==> src/rtl/mem_responder_pkg.sv <==
// Shared types for the memory responder: FSM state encoding, operation type and counter sizing.
package mem_responder_pkg;

  typedef enum logic [1:0] {
    S_IDLE = 2'b00,
    S_WAIT = 2'b01,
    S_RESP = 2'b10
  } state_e;

  typedef enum logic {
    OP_READ  = 1'b0,
    OP_WRITE = 1'b1
  } op_e;

  // Wide enough to hold WAIT_CYCLES-1, never narrower than one bit.
  function automatic int cnt_width(input int wait_cycles);
    int w;
    w = $clog2(wait_cycles + 1);
    return (w < 1) ? 1 : w;
  endfunction

endpackage

==> src/rtl/mem_responder_wait_cnt.sv <==
// Loadable down-counter that times the wait states; saturates at zero and flags it.
module mem_responder_wait_cnt
  import mem_responder_pkg::*;
#(
  parameter int W = 2
) (
  input  logic         clk,
  input  logic         reset,
  input  logic         load,
  input  logic         en,
  input  logic [W-1:0] load_val,
  output logic         zero
);

  logic [W-1:0] cnt_q, cnt_d;

  always_comb begin
    cnt_d = cnt_q;
    if (load) begin
      cnt_d = load_val;
    end else if (en && (cnt_q != '0)) begin
      cnt_d = cnt_q - 1'b1;
    end
  end

  always_ff @(posedge clk) begin
    if (reset) begin
      cnt_q <= '0;
    end else begin
      cnt_q <= cnt_d;
    end
  end

  assign zero = (cnt_q == '0);

endmodule

==> src/rtl/mem_responder.sv <==
// Memory-side endpoint for the request FSM: fixed wait states, then a one-cycle ack.
// Optional MEM_RESPONDER_STATS_EN adds rd_count/wr_count completion counters.
module mem_responder
  import mem_responder_pkg::*;
#(
  parameter int DATA_W      = 8,
  parameter int ADDR_W      = 4,
  parameter int WAIT_CYCLES = 2
) (
  input  logic              clk,
  input  logic              reset,
  input  logic              read,
  input  logic              write,
  input  logic [ADDR_W-1:0] addr,
  input  logic [DATA_W-1:0] wdata,
  output logic              ack,
  output logic [DATA_W-1:0] rdata,
  output logic              busy
`ifdef MEM_RESPONDER_STATS_EN
  ,
  output logic [15:0]       rd_count,
  output logic [15:0]       wr_count
`endif
);

  localparam int DEPTH = 2 ** ADDR_W;
  localparam int CNT_W = cnt_width(WAIT_CYCLES);
  localparam logic [CNT_W-1:0] CNT_LOAD = CNT_W'((WAIT_CYCLES > 0) ? WAIT_CYCLES - 1 : 0);

  state_e              state_q, state_d;
  op_e                 op_q, op_d;
  logic [ADDR_W-1:0]   addr_q, addr_d;
  logic [DATA_W-1:0]   wdata_q, wdata_d;
  logic                ack_q, ack_d;
  logic [DATA_W-1:0]   rdata_q, rdata_d;
  logic [DATA_W-1:0]   mem_q [DEPTH];
  logic [DATA_W-1:0]   mem_d [DEPTH];
  logic                cnt_load, cnt_en, cnt_zero;
  logic                enter_resp;

  mem_responder_wait_cnt #(.W(CNT_W)) u_wait_cnt (
    .clk      (clk),
    .reset    (reset),
    .load     (cnt_load),
    .en       (cnt_en),
    .load_val (CNT_LOAD),
    .zero     (cnt_zero)
  );

  // op_d/addr_d/wdata_d carry the live request on the capture edge, so the
  // zero-wait case can complete on that same edge.
  always_comb begin
    state_d    = state_q;
    op_d       = op_q;
    addr_d     = addr_q;
    wdata_d    = wdata_q;
    cnt_load   = 1'b0;
    cnt_en     = 1'b0;
    enter_resp = 1'b0;
    case (state_q)
      S_IDLE: begin
        if (read || write) begin
          op_d     = write ? OP_WRITE : OP_READ;
          addr_d   = addr;
          wdata_d  = wdata;
          cnt_load = 1'b1;
          if (WAIT_CYCLES == 0) begin
            state_d    = S_RESP;
            enter_resp = 1'b1;
          end else begin
            state_d = S_WAIT;
          end
        end
      end
      S_WAIT: begin
        cnt_en = 1'b1;
        if (cnt_zero) begin
          state_d    = S_RESP;
          enter_resp = 1'b1;
        end
      end
      S_RESP:  state_d = S_IDLE;
      default: state_d = S_IDLE;
    endcase
  end

  always_comb begin
    ack_d   = enter_resp;
    rdata_d = rdata_q;
    mem_d   = mem_q;
    if (enter_resp) begin
      if (op_d == OP_WRITE) begin
        mem_d[addr_d] = wdata_d;
      end else begin
        rdata_d = mem_q[addr_d];
      end
    end
  end

  always_ff @(posedge clk) begin
    if (reset) begin
      state_q <= S_IDLE;
      op_q    <= OP_READ;
      addr_q  <= '0;
      wdata_q <= '0;
      ack_q   <= 1'b0;
      rdata_q <= '0;
      mem_q   <= '{default: '0};
    end else begin
      state_q <= state_d;
      op_q    <= op_d;
      addr_q  <= addr_d;
      wdata_q <= wdata_d;
      ack_q   <= ack_d;
      rdata_q <= rdata_d;
      mem_q   <= mem_d;
    end
  end

  assign ack   = ack_q;
  assign rdata = rdata_q;
  assign busy  = (state_q != S_IDLE);

`ifdef MEM_RESPONDER_STATS_EN
  logic [15:0] rd_cnt_q, rd_cnt_d;
  logic [15:0] wr_cnt_q, wr_cnt_d;

  always_comb begin
    rd_cnt_d = rd_cnt_q;
    wr_cnt_d = wr_cnt_q;
    if (enter_resp) begin
      if (op_d == OP_WRITE) begin
        wr_cnt_d = wr_cnt_q + 16'd1;
      end else begin
        rd_cnt_d = rd_cnt_q + 16'd1;
      end
    end
  end

  always_ff @(posedge clk) begin
    if (reset) begin
      rd_cnt_q <= '0;
      wr_cnt_q <= '0;
    end else begin
      rd_cnt_q <= rd_cnt_d;
      wr_cnt_q <= wr_cnt_d;
    end
  end

  assign rd_count = rd_cnt_q;
  assign wr_count = wr_cnt_q;
`endif

`ifndef SYNTHESIS
  a_rw_exclusive: assert property (@(posedge clk) disable iff (reset)
    (state_q == S_IDLE) |-> !(read && write));
`endif

endmodule

==> config.mk <==
export PLATFORM = sky130hd
export DESIGN_NAME = mem_responder
export DESIGN_NICKNAME = d
export VERILOG_FILES = /design/src/rtl/mem_responder_pkg.sv /design/src/rtl/mem_responder_wait_cnt.sv /design/src/rtl/mem_responder.sv
export SDC_FILE = /design/constraint.sdc
export NUM_CORES = 1
export LEC_CHECK = 0
export BUFFER_PORTS_ARGS = -buffer_cell sky130_fd_sc_hd__buf_4
export CAP_MARGIN = 20
export CORE_MARGIN = 2
export CORE_UTILIZATION = 60
export DETAILED_ROUTE_END_ITERATION = 10
export MAX_ROUTING_LAYER = met4
export PLACE_DENSITY_LB_ADDON = 0.25
export SYNTH_ARGS = -nofsm -noshare
export SYNTH_HDL_FRONTEND = slang
export SYNTH_SLANG_ARGS = --single-unit
==> constraint.sdc <==
create_clock -name clk -period 8.35 [get_ports clk]
set_clock_uncertainty 0.2 [all_clocks]
set_input_delay 1.67 -clock clk [delete_from_list [all_inputs] [get_ports clk]]
set_output_delay 1.67 -clock clk [all_outputs]
set_load 0.01 [all_outputs]
# Word-level counts from Yosys, hierarchy flattened
# Cells that the tools add are included.
[op_classes] reduce_logical=12 n_lt_le_gt_ge=2 eq_ne=3 add_sub_neg=1 mux=23 bitwise=2
[op_table] cell="$bwmux 128" n=1
[op_table] cell="$mux 8" n=5
[op_table] cell="$bmux 8 s4" n=1
[op_table] cell="$demux 8 s4" n=1
[op_table] cell="$mux 1" n=10
[op_table] cell="$mux 4" n=2
[op_table] cell="$reduce_and 2->1" n=3
[op_table] cell="$reduce_bool 2->1" n=3
[op_table] cell="$ge 5x5->1 const B" n=1
[op_table] cell="$lt 5x1->1 const B" n=1
[op_table] cell="$not 4->5" n=1
[op_table] cell="$logic_not 2->1" n=2
[op_table] cell="$mux 2" n=2
[op_table] cell="$ne 2x2->1 const B" n=2
[op_table] cell="$pmux 2 s2" n=1
[op_table] cell="$eq 2x1->1 const B" n=1
[op_table] cell="$logic_and 1x1->1" n=2
[op_table] cell="$reduce_or 2->1" n=1
[op_table] cell="$sub 2x1->2 const B" n=1
[op_table] cell="$logic_or 1x1->1" n=1
[op_table] cell="$not 1->1" n=1
[word_totals] word_cells=67 regBits=154 in_bits=16 output_inout_bits=10

# Depth between registers and ports, before layout
[logic_depth] word_depth=9 mapped_depth=10 mapped_depth_nobuf=7

# Hierarchy
# Synthesis repeated with hierarchy kept, for this count alone.
[hier_totals] cells_unflattened=766 area_unflattened_um2=7149.4
[by_module_without_submodules] mod="mem_responder" instances=1 cells_per_inst=752 seq_area_each_um2=3042.9 area_each_um2=7023.0
[by_module_without_submodules] mod="mem_responder_wait_cnt" instances=1 cells_per_inst=14 seq_area_each_um2=40.0 area_each_um2=126.4

# Worst setup path after synthesis
# OpenSTA, ideal clock, no wires.
[synth_timing] path_kind="input to register" from="in write" to="reg rdata_q[1], in the netlist rdata[1]" setup_ns=0.120 setup_slack_ns=4.461 t_arrival_ns=3.569 path_buffers=3 path_stages=9 required_time_ns=8.030 cell_sequence="or2_1 buf_6 and3_4 buf_6 nor2_8 buf_12 mux2_2 a211o_1 o31a_1"
[synth_between] elab_chain_cells=7 word_cells_on_any_way=12 classes_between="mux: 8; bitwise: 2; reduce/logical: 2"
[synth_rtl] item="start, declared" line_no="mem_responder.sv:13" source="input logic write,"
[synth_rtl] item="$logic_or 1x1->1" line_no="mem_responder.sv:62" source="if (read || write) begin"
[synth_rtl] item="$mux 4" line_no="mem_responder.sv:62"
[synth_rtl] item="$mux 4" line_no="mem_responder.sv:60" source="case (state_q)"
[synth_rtl] item="$not 4->5 (not written as such)" line_no="mem_responder.sv:95" source="rdata_d = mem_q[addr_d];"
[synth_rtl] item="$bmux 8 s4" line_no="mem_responder.sv:95"
[synth_rtl] item="$mux 8 (not written as such) (2 in series)" line_no="mem_responder.sv:95"
[synth_rtl] item="end signal, assigned" line_no="mem_responder.sv:115" source="rdata_q <= rdata_d;"
[synth_rtl] item="end, declared" line_no="mem_responder.sv:35" source="logic [DATA_W-1:0] rdata_q, rdata_d;"
# Parallel ways exist; a longest one is shown, timed or not. The select of a mux whose other input is x is not followed.
# A chain may end at the register's enable or synchronous reset.

# Worst setup path in the final report
[layout_timing] from="in write" to="reg mem_q[109] (netlist name)"
[layout_between] elab_chain_cells=9 word_cells_on_any_way=16 classes_between="order compare: 2; mux: 10; bitwise: 1; reduce/logical: 3"
[layout_rtl] item="$logic_or 1x1->1" line_no="mem_responder.sv:62"
[layout_rtl] item="$mux 4" line_no="mem_responder.sv:62"
[layout_rtl] item="$mux 4" line_no="mem_responder.sv:60"
[layout_rtl] item="$not 4->5 (not written as such)" line_no="mem_responder.sv:93" source="mem_d[addr_d] = wdata_d;"
[layout_rtl] item="$ge 5x5->1 (not written as such) or $lt 5x1->1 (tied branches)" line_no="mem_responder.sv:93"
[layout_rtl] item="$logic_and 1x1->1 (not written as such)" line_no="mem_responder.sv:93"
[layout_rtl] item="$mux 8 (not written as such)" line_no="mem_responder.sv:93"
[layout_rtl] item="$demux 8 s4" line_no="mem_responder.sv:93"
[layout_rtl] item="$bwmux 128" line_no="mem_responder.sv:93"
[layout_rtl] item="end signal, assigned" line_no="mem_responder.sv:116" source="mem_q <= mem_d;"
[layout_rtl] item="end, declared" line_no="mem_responder.sv:36" source="logic [DATA_W-1:0] mem_q [DEPTH];"
# Parallel ways exist; a longest one is shown, timed or not.

==> out/results.txt <==
The tools report the number of global-route vias before repair as 5,637. In this run, the number of DRC markers left after iteration 0 of detailed routing was 590. By count the netlist is led by 173 x sky130_fd_sc_hd__a211oi_1, 161 x sky130_fd_sc_hd__nor2_1, 154 x sky130_fd_sc_hd__dfxtp_1.

Once placement finished, the instance area stood at 7170 µm². In this run the count of I/O pins placed on the die edge is 26. Registers are responsible for 40.8% of the overall power.

Yosys instantiated no cell more often than sky130_fd_sc_hd__a211oi_1. The final-stage net count was 762. The count of buffers added on input and output ports is 25. For the mapped cell area, the log shows 7100 µm². The final cycle utilization of the critical path is 53.0%, and the maximum clock rate is 0.226 GHz.

For this run the aggregate overflow at the end of global routing stands at 0. Including well taps, the total number of placed cells is 868. Global routing consumed, over all layers together, 30.7% of the routing resources. The proportion of netlist area held by the largest area contributor is 43.4%. The critical path is of the input pin to register type.

Setup violations remaining at the end of the flow were counted as 0. The repair_antennas step left the layout with diodes totalling 0. The class of the tightest hold or removal check was register to register. Counting every net in the synthesized netlist gives 781.

The internal power was 1370 µW; the height of the die was 113 µm. The net switching power of the design came out at 503 µW. The tools report the aggregate routed wire length as 18,400 µm.

The run gives 764 as the instance count of the mapped netlist. The count of cells in the finished layout, fillers not included, comes to 901. In the post-synthesis netlist, the biggest area contributors are sky130_fd_sc_hd__dfxtp_1 43%, sky130_fd_sc_hd__a211oi_1 18%, sky130_fd_sc_hd__nor2_1 8.5%, sky130_fd_sc_hd__nor4_4 4.8%, sky130_fd_sc_hd__and3_1 2.8%. Origin of the critical flop-to-flop path: state_q[1].

The HPWL after detailed placement is 11,400 µm. No sink is reached through more buffers than the 2 on the longest clock path. The die is 113 µm wide. For the worst-skew pair, the clock arrives at the later sink with an insertion delay of 430 ps. Area growth from synthesis to layout: 10.4%.

The worst-path maximum fanout was 57. In this run the mean area of a mapped cell was 9.29 µm². The count of filler cells inserted in the layout was 891; the wire length of the first global-routing pass was 29,700 µm. The Yosys warning count came out at 0. At the worst endpoint, the required time is 8490 ps.

Data arrives at the worst endpoint at 4560 ps. In this run, the combinational gates consume 14.0% of the power. In this run the number of H-tree levels came out at 4. The max-capacitance violation count is 0. The floorplan step defined a core boundary enclosing 11,500 µm². Kind of start point of the critical path: an input pin. For the row count, the log shows 39.

At the pin with the least slew margin, the transition time is 1170 ps. The cell area power density is 239 nW/µm². Summed over all instances, the cell type with the most area after synthesis is sky130_fd_sc_hd__dfxtp_1. The tools report the endpoint class of the critical path as a register. After clock tree synthesis, the clock-pin slew on the worst setup and hold paths is 60 ps. Clock tree synthesis found a total of 154 sinks. The run finished with clean final reports. Using the TritonRoute via totals, the vias-per-cell ratio works out to 6.60. The count of final max-slew check failures is 0. For this run, the register share of the synthesized area comes to 43.4%.

The run gives 0 as the hold-fix buffer count after cts. At the end of the flow the core is filled with cells to 68.3%. The number of design rule violations left after detail routing is 0. The tools report the launch point of the worst path as write. The static leakage is 0.00252 µW.

The run gives 0 as the final hold violation count. The final worst setup slack is 3920 ps, and the number of antenna violations at the first check in global routing is 0. In this run, synthesis inferred 0 flip-flops with an integrated enable.

With fillers left out, the area of the finished cells amounts to 7830 µm². The number of vias in the routed layout is 5,943, and the max-slew headroom at the worst pin is 20.1%. The switching share of total power was 26.9%. TritonCTS built the clock tree.

Gates resized during post-CTS repair numbered 0. The setup TNS is 0 ps. Clock tree root driver cell: sky130_fd_sc_hd__clkbuf_16.

The run gives 61.9% as the effective utilization at floorplan. In the final routed layout, each cell accounts on average for 20.5 µm. The clock network accounts for 45.3% of the total power. The final critical-path required period is 4430 ps, and the pin count of the biggest net entering global routing is 85.

Setup repair after global routing left no endpoint under its margin. Most frequently used flop master after synthesis: sky130_fd_sc_hd__dfxtp_1. Buffers inserted during clock tree synthesis total 17.

The worst-case vdd ir drop is 0.285 mV, and the async set or reset register ratio after synthesis is 0%. The worst hold path begins at mem_q[47]. Once detail routing completed, the nets flagged for antenna violations numbered 0. The number of detailed-routing iterations run before antenna repair was 5. The number of setup buffers added after CTS is 0. The die covers 12,700 µm². The tools report the setup slack at placement as 3620 ps.

The unique cell type count in the Yosys netlist is 48, and the share of final-layout standard cells stronger than drive strength 1 is 15.0%. The number of register bits inferred by synthesis was 154; the weighted congestion reported at the end of routability-driven placement was 0.859.
## worst paths after layout
path / slack (ps) / cells past startpoint / to
max: 3920 / 8 / mem_q[109]
min: 300 / 2 / mem_q[47]
max reg2reg: 4920 / 8 / mem_q[109]
min reg2reg: 300 / 2 / mem_q[47]
## power groups by stage
stage / clock network, µW / registers (µW) / logic (µW)
after global placement: 0 / 778 / 249
after global routing: 883 / 764 / 277
after detailed placement: 0 / 779 / 255
final: 847 / 763 / 262
after floorplan: 0 / 777 / 188
after CTS: 852 / 763 / 256
## layout make-up
| cell class | count | area [µm²] | area share, % |
|---|---|---|---|
| clock buffer | 21 | 460 | 5.88 |
| clock inverter | 11 | 193 | 2.46 |
| inverter | 4 | 15.0 | 0.192 |
| multi-input combinational | 529 | 3600 | 46.0 |
| sequential | 154 | 3080 | 39.4 |
| tap | 143 | 179 | 2.28 |
| timing repair buffer | 39 | 304 | 3.88 |
## flip-flops by register name (all words and copies together) (netlist names)
| signal | flops |
|---|---|
| u_wait_cnt.cnt_q | 2 |
| rdata | 8 |
| op_q | 1 |
| state_q | 2 |
| wdata_q | 8 |
| addr_q | 4 |
| mem_q | 128 |
| ack | 1 |
## through the flow
stage | power (µW) | hold WS, ps
final | 1870 | 297
after global routing | 1920 | 315
after CTS | 1870 | 296
after global placement | 1030 | 282
after floorplan | 965 | 270
after detailed placement | 1030 | 288
## worst max-delay path, stage by stage
cell and delay, ps:
sky130_fd_sc_hd__buf_4 120, sky130_fd_sc_hd__or2_1 380, sky130_fd_sc_hd__nand3_2 130, sky130_fd_sc_hd__buf_4 450, sky130_fd_sc_hd__nand2_4 470, sky130_fd_sc_hd__nor4_4 910
sky130_fd_sc_hd__nor2_1 110, sky130_fd_sc_hd__a211oi_1 250
## layout by cell type, fill, tap and decap left out, types with 9 or more instances in the layout
| cell type | instances |
|---|---|
| sky130_fd_sc_hd__a211oi_1 | 173 |
| sky130_fd_sc_hd__and3_1 | 32 |
| sky130_fd_sc_hd__buf_4 | 37 |
| sky130_fd_sc_hd__clkbuf_16 | 17 |
| sky130_fd_sc_hd__dfxtp_1 | 154 |
| sky130_fd_sc_hd__mux2_2 | 9 |
| sky130_fd_sc_hd__nand2_1 | 22 |
| sky130_fd_sc_hd__nand3_1 | 16 |
| sky130_fd_sc_hd__nor2_1 | 161 |
| sky130_fd_sc_hd__nor4_4 | 16 |
| sky130_fd_sc_hd__o211ai_1 | 9 |
| sky130_fd_sc_hd__o21ai_0 | 17 |
## per-layer routing
metal  track usage, %  vias up  part of all wire, %
li1                 -     2811                    -
met1             39.1     2885                   43
met2             47.7      211                   47
met3             6.75       36                  7.1
met4             12.2        0                  2.6
met5                -        -                    0
## logic make-up (layout without fill, tap and decap cells)
family,count (synthesis),after routing,synth area share (%)
muxes,20,20,3.23
xor gates and xnor gates,1,1,0.123
buffers and inverters,81,75,6.33
and+or+nand+nor,261,261,20.6
DFF,154,154,43.4
AOI/OAI and AO/OA,246,246,26.1
adders and majority gates,1,1,0.176
(Power assumes the default switching activity.)
